`src/rtl/ad_video_source_pkg.sv`:
```
// Shared encodings and constants for the ad_video_source pattern generator.
package ad_video_source_pkg;

  typedef enum logic [1:0] {
    ST_IDLE  = 2'd0,
    ST_RUN   = 2'd1,
    ST_DRAIN = 2'd2
  } state_t;

  typedef enum logic [1:0] {
    PAT_SOLID    = 2'd0,
    PAT_BARS     = 2'd1,
    PAT_GRADIENT = 2'd2,
    PAT_CHECKER  = 2'd3
  } pattern_t;

  localparam int unsigned MIN_TOTAL_DEFAULT = 4;

  localparam logic [23:0] BAR_WHITE   = 24'hFFFFFF;
  localparam logic [23:0] BAR_YELLOW  = 24'hFFFF00;
  localparam logic [23:0] BAR_CYAN    = 24'h00FFFF;
  localparam logic [23:0] BAR_GREEN   = 24'h00FF00;
  localparam logic [23:0] BAR_MAGENTA = 24'hFF00FF;
  localparam logic [23:0] BAR_RED     = 24'hFF0000;
  localparam logic [23:0] BAR_BLUE    = 24'h0000FF;
  localparam logic [23:0] BAR_BLACK   = 24'h000000;

  function automatic logic [23:0] bar_color(input logic [2:0] idx);
    case (idx)
      3'd0:    return BAR_WHITE;
      3'd1:    return BAR_YELLOW;
      3'd2:    return BAR_CYAN;
      3'd3:    return BAR_GREEN;
      3'd4:    return BAR_MAGENTA;
      3'd5:    return BAR_RED;
      3'd6:    return BAR_BLUE;
      default: return BAR_BLACK;
    endcase
  endfunction

endpackage

```
`src/rtl/ad_video_source_timing.sv`:
```
// ad_video_timing_core: shadow registers, h/v counters, region flags and frame strobes.
// Optional AD_VIDEO_SCROLL_EN adds a per-frame horizontal offset for scrolling patterns.
module ad_video_timing_core
  import ad_video_source_pkg::*;
#(
  parameter int unsigned MIN_TOTAL = MIN_TOTAL_DEFAULT
) (
  input  logic        clk_i,
  input  logic        rst_i,
  input  logic        enable_i,
  input  logic [9:0]  h_sync_i,
  input  logic [9:0]  h_bp_i,
  input  logic [9:0]  h_vld_i,
  input  logic [9:0]  columns_i,
  input  logic [9:0]  v_sync_i,
  input  logic [9:0]  v_bp_i,
  input  logic [9:0]  v_vld_i,
  input  logic [9:0]  lines_i,
  input  logic [1:0]  pattern_sel_i,
  input  logic [23:0] color_i,
  output logic        busy,
  output logic        config_err,
  output logic        frame_start,
  output logic        hs_act,
  output logic        vs_act,
  output logic        de,
  output logic [9:0]  x,
  output logic [7:0]  scroll_x,
  output logic        y_bit3,
  output pattern_t    pattern,
  output logic [23:0] color,
  output logic [6:0]  bar_w
);

  localparam logic [9:0] MIN_TOT = MIN_TOTAL[9:0];

  state_t      state;
  logic [9:0]  hs_r, hbp_r, hvld_r, cols_r, vs_r, vbp_r, vvld_r, lines_r;
  logic [9:0]  h_cnt, v_cnt;
  logic        err_r, in_run, h_last, v_last, frame_end, load, legal_in;
  logic [10:0] h_sync_end, h_act_start, h_act_end;
  logic [10:0] v_sync_end, v_act_start, v_act_end;

  function automatic logic [10:0] clip(input logic [10:0] b, input logic [9:0] total);
    return (b > {1'b0, total}) ? {1'b0, total} : b;
  endfunction

  always_comb begin
    h_sync_end  = clip({1'b0, hs_r}, cols_r);
    h_act_start = clip(h_sync_end + {1'b0, hbp_r}, cols_r);
    h_act_end   = clip(h_act_start + {1'b0, hvld_r}, cols_r);
    v_sync_end  = clip({1'b0, vs_r}, lines_r);
    v_act_start = clip(v_sync_end + {1'b0, vbp_r}, lines_r);
    v_act_end   = clip(v_act_start + {1'b0, vvld_r}, lines_r);
  end

  assign in_run      = (state != ST_IDLE);
  assign h_last      = (h_cnt == cols_r - 10'd1);
  assign v_last      = (v_cnt == lines_r - 10'd1);
  assign frame_end   = in_run && h_last && v_last;
  assign frame_start = in_run && (h_cnt == '0) && (v_cnt == '0);
  assign legal_in    = (columns_i >= MIN_TOT) && (lines_i >= MIN_TOT);
  assign load        = enable_i && ((state == ST_IDLE) || (state == ST_RUN && frame_end));

  assign hs_act = in_run && ({1'b0, h_cnt} < h_sync_end);
  assign vs_act = in_run && ({1'b0, v_cnt} < v_sync_end);
  assign de     = in_run && ({1'b0, h_cnt} >= h_act_start) && ({1'b0, h_cnt} < h_act_end)
                         && ({1'b0, v_cnt} >= v_act_start) && ({1'b0, v_cnt} < v_act_end);
  assign x      = h_cnt - h_act_start[9:0];
  // Bit 3 of (v - start) formed from the low bits plus the borrow into bit 3.
  assign y_bit3 = v_cnt[3] ^ v_act_start[3] ^ (v_cnt[2:0] < v_act_start[2:0]);

  assign busy       = in_run;
  assign config_err = err_r;
  assign bar_w      = hvld_r[9:3];

`ifdef AD_VIDEO_SCROLL_EN
  logic [9:0] offset;
  always_ff @(posedge clk_i) begin
    if (rst_i || state == ST_IDLE) offset <= '0;
    else if (frame_end)            offset <= offset + 10'd1;
  end
  assign scroll_x = x[7:0] + offset[7:0];
`else
  assign scroll_x = x[7:0];
`endif

  always_ff @(posedge clk_i) begin
    if (rst_i) begin
      {hs_r, hbp_r, hvld_r, cols_r} <= '0;
      {vs_r, vbp_r, vvld_r, lines_r} <= '0;
      pattern <= PAT_SOLID;
      color   <= '0;
    end else if (load) begin
      hs_r    <= h_sync_i;
      hbp_r   <= h_bp_i;
      hvld_r  <= h_vld_i;
      cols_r  <= columns_i;
      vs_r    <= v_sync_i;
      vbp_r   <= v_bp_i;
      vvld_r  <= v_vld_i;
      lines_r <= lines_i;
      pattern <= pattern_t'(pattern_sel_i);
      color   <= color_i;
    end
  end

  always_ff @(posedge clk_i) begin
    if (rst_i) begin
      state <= ST_IDLE;
      h_cnt <= '0;
      v_cnt <= '0;
      err_r <= 1'b0;
    end else begin
      case (state)
        ST_IDLE: begin
          h_cnt <= '0;
          v_cnt <= '0;
          if (enable_i) begin
            err_r <= !legal_in;
            if (legal_in) state <= ST_RUN;
          end
        end
        ST_RUN, ST_DRAIN: begin
          if (h_last) begin
            h_cnt <= '0;
            v_cnt <= v_last ? '0 : v_cnt + 10'd1;
          end else begin
            h_cnt <= h_cnt + 10'd1;
          end
          if (frame_end) begin
            if (state == ST_RUN && enable_i) begin
              if (!legal_in) begin
                state <= ST_IDLE;
                err_r <= 1'b1;
              end
            end else begin
              state <= ST_IDLE;
            end
          end else if (state == ST_RUN && !enable_i) begin
            state <= ST_DRAIN;
          end
        end
        default: state <= ST_IDLE;
      endcase
    end
  end

endmodule

```
`src/rtl/ad_video_source.sv`:
```
// AD9980-style test video source: pattern mux and registered sync/RGB outputs.
// Define AD_VIDEO_SCROLL_EN to scroll gradient/checker patterns one pixel per frame.
module ad_video_source
  import ad_video_source_pkg::*;
#(
  parameter bit          SYNC_ACTIVE_LOW = 1'b1,
  parameter int unsigned MIN_TOTAL       = MIN_TOTAL_DEFAULT
) (
  input  logic        clk_i,
  input  logic        rst_i,
  input  logic        enable_i,
  input  logic [9:0]  h_sync_i,
  input  logic [9:0]  h_bp_i,
  input  logic [9:0]  h_vld_i,
  input  logic [9:0]  columns_i,
  input  logic [9:0]  v_sync_i,
  input  logic [9:0]  v_bp_i,
  input  logic [9:0]  v_vld_i,
  input  logic [9:0]  lines_i,
  input  logic [1:0]  pattern_sel_i,
  input  logic [23:0] color_i,
  output logic        hsync_o,
  output logic        vsync_o,
  output logic [7:0]  red_o,
  output logic [7:0]  green_o,
  output logic [7:0]  blue_o,
  output logic        de_o,
  output logic        frame_start_o,
  output logic        busy_o,
  output logic        config_err_o
);

  localparam logic SYNC_OFF = SYNC_ACTIVE_LOW;

  logic        busy, cfg_err, fs, hs_act, vs_act, de, y_bit3;
  logic [9:0]  x;
  logic [7:0]  scroll_x;
  logic [6:0]  bar_w, bar_cnt, cur_cnt;
  logic [2:0]  bar_idx, cur_idx, pix_idx;
  logic [23:0] color, pix;
  pattern_t    pattern;

  ad_video_timing_core #(.MIN_TOTAL(MIN_TOTAL)) u_timing (
    .clk_i         (clk_i),
    .rst_i         (rst_i),
    .enable_i      (enable_i),
    .h_sync_i      (h_sync_i),
    .h_bp_i        (h_bp_i),
    .h_vld_i       (h_vld_i),
    .columns_i     (columns_i),
    .v_sync_i      (v_sync_i),
    .v_bp_i        (v_bp_i),
    .v_vld_i       (v_vld_i),
    .lines_i       (lines_i),
    .pattern_sel_i (pattern_sel_i),
    .color_i       (color_i),
    .busy          (busy),
    .config_err    (cfg_err),
    .frame_start   (fs),
    .hs_act        (hs_act),
    .vs_act        (vs_act),
    .de            (de),
    .x             (x),
    .scroll_x      (scroll_x),
    .y_bit3        (y_bit3),
    .pattern       (pattern),
    .color         (color),
    .bar_w         (bar_w)
  );

  // Run-length bar tracking restarts at the first active pixel of every line.
  always_comb begin
    cur_idx = (x == '0) ? 3'd0 : bar_idx;
    cur_cnt = (x == '0) ? 7'd0 : bar_cnt;
    pix_idx = (bar_w == '0) ? 3'd7 : cur_idx;
  end

  always_ff @(posedge clk_i) begin
    if (rst_i) begin
      bar_idx <= '0;
      bar_cnt <= '0;
    end else if (de) begin
      if (cur_cnt == bar_w - 7'd1) begin
        bar_cnt <= '0;
        bar_idx <= (cur_idx == 3'd7) ? 3'd7 : cur_idx + 3'd1;
      end else begin
        bar_cnt <= cur_cnt + 7'd1;
        bar_idx <= cur_idx;
      end
    end
  end

  always_comb begin
    pix = '0;
    case (pattern)
      PAT_SOLID:    pix = color;
      PAT_BARS:     pix = bar_color(pix_idx);
      PAT_GRADIENT: pix = {scroll_x, scroll_x, scroll_x};
      PAT_CHECKER:  pix = (scroll_x[3] ^ y_bit3) ? color : '0;
      default:      pix = '0;
    endcase
  end

  always_ff @(posedge clk_i) begin
    if (rst_i) begin
      hsync_o                 <= SYNC_OFF;
      vsync_o                 <= SYNC_OFF;
      {red_o, green_o, blue_o} <= '0;
      de_o                    <= 1'b0;
      frame_start_o           <= 1'b0;
      busy_o                  <= 1'b0;
      config_err_o            <= 1'b0;
    end else begin
      hsync_o                 <= hs_act ? ~SYNC_OFF : SYNC_OFF;
      vsync_o                 <= vs_act ? ~SYNC_OFF : SYNC_OFF;
      {red_o, green_o, blue_o} <= de ? pix : '0;
      de_o                    <= de;
      frame_start_o           <= fs;
      busy_o                  <= busy;
      config_err_o            <= cfg_err;
    end
  end

endmodule

```
`config.mk`:
```
export PLATFORM = sky130hd
export DESIGN_NAME = ad_video_source
export DESIGN_NICKNAME = d
export VERILOG_FILES = /design/src/rtl/ad_video_source_pkg.sv /design/src/rtl/ad_video_source_timing.sv /design/src/rtl/ad_video_source.sv
export SDC_FILE = /design/constraint.sdc
export NUM_CORES = 1
export LEC_CHECK = 0
export ABC_CLOCK_PERIOD_IN_PS = 33300
export BUFFER_PORTS_ARGS = -buffer_cell sky130_fd_sc_hd__clkbuf_2
export CELL_PAD_IN_SITES_DETAIL_PLACEMENT = 0
export CELL_PAD_IN_SITES_GLOBAL_PLACEMENT = 2
export CORE_MARGIN = 3
export CORE_UTILIZATION = 40
export DETAILED_ROUTE_END_ITERATION = 7
export PLACE_DENSITY = 0.91
export SYNTH_ARGS = -nofsm -noshare
export SYNTH_HDL_FRONTEND = slang
export SYNTH_HIERARCHICAL = 1
export SYNTH_SLANG_ARGS = --single-unit
```
`constraint.sdc`:
```
create_clock -name clk_i -period 33.3 [get_ports clk_i]
set_clock_uncertainty 0.1 [all_clocks]
set_input_delay 3.33 -clock clk_i [delete_from_list [all_inputs] [get_ports clk_i]]
set_output_delay 3.33 -clock clk_i [all_outputs]
set_load 0.01 [all_outputs]
```
Word level (Yosys, flattened, before mapping)
Index checks and enable logic that the tools add are counted.
- memories: 0
- word-level logic and storage cells: 145
- latch bits: 0
- ROM bits: 0
- output and inout bits: 30
- flip-flop bits (word level): 169
- bits in writable memories: 0
- multiply operators: 0
- shifts and indexed selects: 0
- div/mod/pow operators: 0
- equal/unequal tests: 23
- reductions and logical operators: 32
- bitwise gates (word level): 4
- add/subtract/negate cells: 12
- order comparisons: 15
- muxes and demuxes: 34
- operators with widths (kind ; number):
    one-hot mux 24 bit (7 select lines) ; 1
    one-hot mux 24 bit (4 select lines) ; 1
    2-to-1 mux 10 bit ; 5
    adder 11 x 10 -> 11 bit ; 4
    greater-than comparator 11 x 10 -> 1 bit ; 4
    less-than comparator 10 x 11 -> 1 bit ; 4
    2-to-1 mux 11 bit ; 4
    one-hot mux 10 bit (2 select lines) ; 2
    logical NOT 10 bit ; 3
    2-to-1 mux 24 bit ; 1
    greater-or-equal comparator 10 x 11 -> 1 bit ; 2
    adder 10 x 1 -> 10 bit (second input constant) ; 2
    equality test 10 bit ; 2
    greater-or-equal comparator 10 x 3 -> 1 bit (second input constant) ; 2
    greater-than comparator 10 bit ; 2
    subtractor 10 x 1 -> 10 bit (second input constant) ; 2
    logical AND 1 bit ; 15
    2-to-1 mux 7 bit ; 2
    equality test 3 bit (second input constant) ; 4
    2-to-1 mux 2 bit ; 6
    2-to-1 mux 3 bit ; 4
    subtractor 10 bit ; 1
    inequality test 2 x 1 -> 1 bit (second input constant) ; 4
    adder 7 x 1 -> 7 bit (second input constant) ; 1
    other kinds (26) ; 42

Depth between registers and ports, before layout
- depth in word-level cells: 14
- gate-level depth with buffers: 62
- mapped depth without buffers: 57

By module
Netlist, hierarchy kept.
- by module, submodules not included (module ; cells each ; times used ; area each (um2)):
    ad_video_timing_core ; 1294 ; 1 ; 11185.7
    ad_video_source ; 223 ; 1 ; 1909.3

Worst setup path before layout
No wires, ideal clock.
- path type: register to register
- start: register u_timing.cols_r[5]
- end: register bar_idx[2]
- data arrival time: 10.842 ns
- path slack: 22.231 ns
- library setup time: 0.126 ns
- stages on the path, launching flop included: 57
- required time: 33.074 ns
- path through: dfxtp_1 clkbuf_1 inv_1 ha_1 a21o_1 a21oi_1 nand3_1 o311ai_0 nor2_1 mux2_2 ha_1 a21oi_1 nand2_1 and3_1 o21a_1 o21a_1 o41ai_1 xnor2_1 (+21 left out) a31oi_1 a2111oi_2 clkbuf_1 mux2i_1 ha_1 a21oi_1 nor2b_1 o21ai_0 nand2b_1 a21oi_1 o2111ai_1 nor3_1 o211a_1 clkbuf_1 clkbuf_1 nand2_1 a2bb2oi_1 nor2_1
- word-level cells in the longest chain between the ends: 12
- RTL lines (item ; line ; text):
    start, declared ; ad_video_source_timing.sv:38 ; logic [9:0] hs_r, hbp_r, hvld_r, cols_r, vs_r, vbp_r, vvld_r, lines_r;
    start signal, assigned ; ad_video_source_timing.sv:98 ; cols_r <= columns_i;
    greater-than comparator 10 bit ; ad_video_source_timing.sv:45 ; return (b > {1'b0, total}) ? {1'b0, total} : b;
    2-to-1 mux 10 bit ; ad_video_source_timing.sv:45 ;
    adder 11 x 10 -> 11 bit ; ad_video_source_timing.sv:50 ; h_act_start = clip(h_sync_end + {1'b0, hbp_r}, cols_r);
    greater-than comparator 11 x 10 -> 1 bit ; ad_video_source_timing.sv:45 ;
    2-to-1 mux 11 bit ; ad_video_source_timing.sv:45 ;
    adder 11 x 10 -> 11 bit ; ad_video_source_timing.sv:51 ; h_act_end = clip(h_act_start + {1'b0, hvld_r}, cols_r);
    greater-than comparator 11 x 10 -> 1 bit ; ad_video_source_timing.sv:45 ;
    2-to-1 mux 11 bit ; ad_video_source_timing.sv:45 ;
    less-than comparator 10 x 11 -> 1 bit ; ad_video_source_timing.sv:67 ; assign de = in_run && ({1'b0, h_cnt} >= h_act_start) && ({1'b0, h_cnt} < h_act_end)
    logical AND 1 bit * ; ad_video_source_timing.sv:67 ;
    logical AND 1 bit * (2 in series) ; ad_video_source_timing.sv:68 ; && ({1'b0, v_cnt} >= v_act_start) && ({1'b0, v_cnt} < v_act_end);
    via de ; ad_video_source.sv:35 ; logic busy, cfg_err, fs, hs_act, vs_act, de, y_bit3;
    end signal, assigned ; ad_video_source.sv:85 ; bar_idx <= (cur_idx == 3'd7) ? 3'd7 : cur_idx + 3'd1;
    end signal, assigned ; ad_video_source.sv:88 ; bar_idx <= cur_idx;
    end, declared ; ad_video_source.sv:39 ; logic [2:0] bar_idx, cur_idx, pix_idx;
The timed path passes the listed nets; every way through them passes the cells marked *.
A chain may end at the register's enable or synchronous reset.

Worst setup path in the final report
- start: register u_timing.lines_r[3]
- end: register bar_idx[0]
- word-level cells in the longest chain between the ends: 10
- RTL lines (item ; line ; text):
    start, declared ; ad_video_source_timing.sv:38 ;
    start signal, assigned ; ad_video_source_timing.sv:102 ; lines_r <= lines_i;
    greater-than comparator 10 bit ; ad_video_source_timing.sv:45 ;
    2-to-1 mux 10 bit ; ad_video_source_timing.sv:45 ;
    adder 11 x 10 -> 11 bit ; ad_video_source_timing.sv:53 ; v_act_start = clip(v_sync_end + {1'b0, vbp_r}, lines_r);
    greater-than comparator 11 x 10 -> 1 bit ; ad_video_source_timing.sv:45 ;
    2-to-1 mux 11 bit ; ad_video_source_timing.sv:45 ;
    adder 11 x 10 -> 11 bit ; ad_video_source_timing.sv:54 ; v_act_end = clip(v_act_start + {1'b0, vvld_r}, lines_r);
    greater-than comparator 11 x 10 -> 1 bit ; ad_video_source_timing.sv:45 ;
    2-to-1 mux 11 bit ; ad_video_source_timing.sv:45 ;
    less-than comparator 10 x 11 -> 1 bit ; ad_video_source_timing.sv:68 ;
    logical AND 1 bit * ; ad_video_source_timing.sv:68 ;
    via de ; ad_video_source.sv:35 ;
Marks and branches as above.

==> impl_metrics.env <==
export IMPL_syn_num_nets=1801
export IMPL_start_util=0.411
export IMPL_grt_pass1_vias=11200
export IMPL_setup_worst_path_start_class="flip-flop"
export IMPL_maxCapViolCount=0
export IMPL_grt_total_usage=0.216
export IMPL_yosys_most_used_dff="dfxtp_1"
export IMPL_layout_drive_gt1_share=0.136
export IMPL_avgSynthCellArea_um2=8.63
export IMPL_num_antenna_cells=0
export IMPL_wirelength_um=37800
export IMPL_die_w_um=187
export IMPL_clkSlewWorstSetupHoldPaths_ns=0.07
export IMPL_peakVddDrop_uv=40.9
export IMPL_worst_slew_margin_rel=0.350
export IMPL_layout_nets=1887
export IMPL_fillers=3241
export IMPL_synth_compound_area_frac=0.143
export IMPL_drc=0
export IMPL_synth_top_area_share=0.258
export IMPL_synthArstFlopShare=0
export IMPL_grt_max_degree=84
export IMPL_synth_top_area_cell="dfxtp_1"
export IMPL_ant_nets=0
export IMPL_slowest_stage="or3_1"
export IMPL_dr_first_iter_drc_count=641
export IMPL_dpl_cell_count=2019
export IMPL_netlist_area_um2=13100
export IMPL_finalPower_mw=0.958
export IMPL_hold_viol=0
export IMPL_root_buffer="clkbuf_16"
export IMPL_synth_most_common_cell="nor2_1"
export IMPL_io_buffers=138
export IMPL_grt_pass1_wl_um=60900
export IMPL_synthMuxAreaShare=0.134
export IMPL_required_ns=33.56
export IMPL_stdcell_count=2051
export IMPL_avgRoutedWirePerCell_um=18.4
export IMPL_status="finished clean"
export IMPL_slowest_delay_ns=0.72
export IMPL_synthAdderAreaFrac=0.170
export IMPL_ys_seq_area_frac=0.258
export IMPL_place_congestion=0.914
export IMPL_crit_type="flip-flop to flip-flop"
export IMPL_pin_count=139
export IMPL_dp_hpwl_um=29100
export IMPL_multiInputGateArea_um2=8910
export IMPL_post_cts_resized=0
export IMPL_synth_enable_flop_cells=0
export IMPL_yosysUniqueCellTypes=82
export IMPL_register_area_um2=3380
export IMPL_holdBufCountCts=0
export IMPL_dieArea_um2=34900
export IMPL_area_growth_pct=11.2
export IMPL_synth_area_leaders="dfxtp_1 26%, ha_1 16%, mux2i_1 11%"
export IMPL_cts_max_path_buffers=2
export IMPL_worst_slew_pin_slew_ns=0.975
export IMPL_slew_viol_final=0
export IMPL_grt_antenna_before_repair=0
export IMPL_rsz0062_at_grt="false"
export IMPL_netlist_instances=1517
export IMPL_yosys_warnings=6
export IMPL_post_route_min_period_ns=13.16
export IMPL_cts_buffers=17
export IMPL_cts_tree="built"
export IMPL_die_h_um=187
export IMPL_synth_top_family_by_area="simple AND/OR/NAND/NOR gates"
export IMPL_cp_max_fo=27
export IMPL_globalRouteOverflowTotal=0
export IMPL_clock_sinks=169
export IMPL_ys_top_cells_by_count="178 x nor2_1, 170 x ha_1, 169 x dfxtp_1"
export IMPL_critPathArrivalTime_ns=13.43
export IMPL_drt_pass1_iter_count=5
export IMPL_fmax_mhz=76.0
export IMPL_dr_total_vias=11100
export IMPL_ys_seq_elements=169
export IMPL_post_cts_setup_buffers=0
export IMPL_synthSimpleGateAreaFrac=0.178
export IMPL_insertion_delay_ns=0.46
export IMPL_p_per_area_nw_per_um2=65.8
export IMPL_setup_viol=0
export IMPL_synth_xor_area_share=0.0536
export IMPL_post_route_util=0.457
export IMPL_crit_top_cell="a21oi_1"
export IMPL_crit_path_end_kind="flip-flop"
export IMPL_min_period_over_period=0.395
export IMPL_tns_ns=0
export IMPL_coreArea_um2=31900
export IMPL_viasPerCell=5.42
export IMPL_cts_max_level=4
export IMPL_worstHoldPathType="flip-flop to flip-flop"
export IMPL_row_count=65
export IMPL_p_leak_nw=6.69
metrics by stage:
step                      hold WS, ns  worst slack, ns  instance area [um2]
after floorplan                 0.354            22.23                13100
after global placement          0.365            20.23                13900
after detailed placement        0.373            20.19                13900
after CTS                       0.378            20.13                14600
after global routing            0.400            18.89                14600
final                           0.370            20.14                14600
cell usage in the layout, fill, tap and decap left out, types with 16 or more instances in the layout:
master     Yosys  final
nor2b_1       31     31
nand2b_1      17     17
ha_1         170    170
a21oi_1       63     63
a31oi_1       38     38
mux2i_1      147    147
clkbuf_16      0     17
clkbuf_2       0    137
o21ai_0       48     48
dfxtp_1      169    169
nand4_1       27     27
nor4_1        17     17
xor2_1        32     32
mux2_2        18     18
nand3_1       39     39
nor3_1        19     19
inv_1         89     89
xnor2_1       43     43
a21o_1        31     31
nand2_1       90     90
nor2_1       178    178
o21a_1        16     16
final cells by class:
cell class | instances | area share
clock buffer | 19 | 0.0297
clock inverter | 13 | 0.0126
inverter | 89 | 0.0229
multi-input combinational | 1177 | 0.612
sequential | 169 | 0.232
tap | 435 | 0.0374
timing repair buffer | 149 | 0.0533
worst max-delay path: cells and delay by family (launching register included):
family          cells  cell delay [ns]
compound gates     28             6.10
simple gates       11             2.70
xor+xnor            2             0.46
flops               1             0.63
buf+inv             2             0.51
fa+ha+maj           6             1.83
mux                 2             0.71
where the power goes:
group / total (mW) / internal (mW) / switching (mW)
Combinational: 0.511 / 0.223 / 0.288
Sequential: 0.231 / 0.215 / 0.0161
Clock: 0.216 / 0.121 / 0.0956
Total: 0.958 / 0.558 / 0.400
registers in the layout (all words and copies together) (netlist names), 8 cells and up:
| signal | cells |
|---|---|
| u_timing/color | 24 |
| u_timing/cols_r | 10 |
| blue_o | 8 |
| u_timing/vvld_r | 10 |
| u_timing/hs_r | 10 |
| u_timing/hbp_r | 10 |
| u_timing/vbp_r | 10 |
| u_timing/h_cnt | 10 |
| u_timing/vs_r | 10 |
| red_o | 8 |
| u_timing/lines_r | 10 |
| u_timing/v_cnt | 10 |
| u_timing/hvld_r | 10 |
| green_o | 8 |
routing by layer:
layer	vias to the layer above	GRT usage	share of wire	wire length [um]
met3	40	0.0330	0.037	1400
li1	5596	-	-	-
met2	236	0.382	0.49	18500
met5	-	0	0	0
met1	5247	0.273	0.45	17100
met4	0	0.0625	0.020	747
cell families after synthesis:
| family | count (synthesis) |
|---|---|
| AO/OA/AOI/OAI | 280 |
| XOR/XNOR | 77 |
| adder cells (fa/ha/maj) | 175 |
| buffers and inverters | 171 |
| flip-flops | 169 |
| multiplexers | 172 |
| AND/OR/NAND/NOR | 473 |
worst paths after layout:
check,startpoint,to,slack (ns),depth (start not counted)
worst max register to register,u_timing/lines_r[3],bar_idx[0],20.14,51
worst min-delay path,u_timing/color[22],red_o[6],0.37,2
worst max-delay path,u_timing/lines_r[3],bar_idx[0],20.14,51
worst min register to register,u_timing/color[22],red_o[6],0.37,2
No activity file was read; power rests on OpenSTA's default activity.
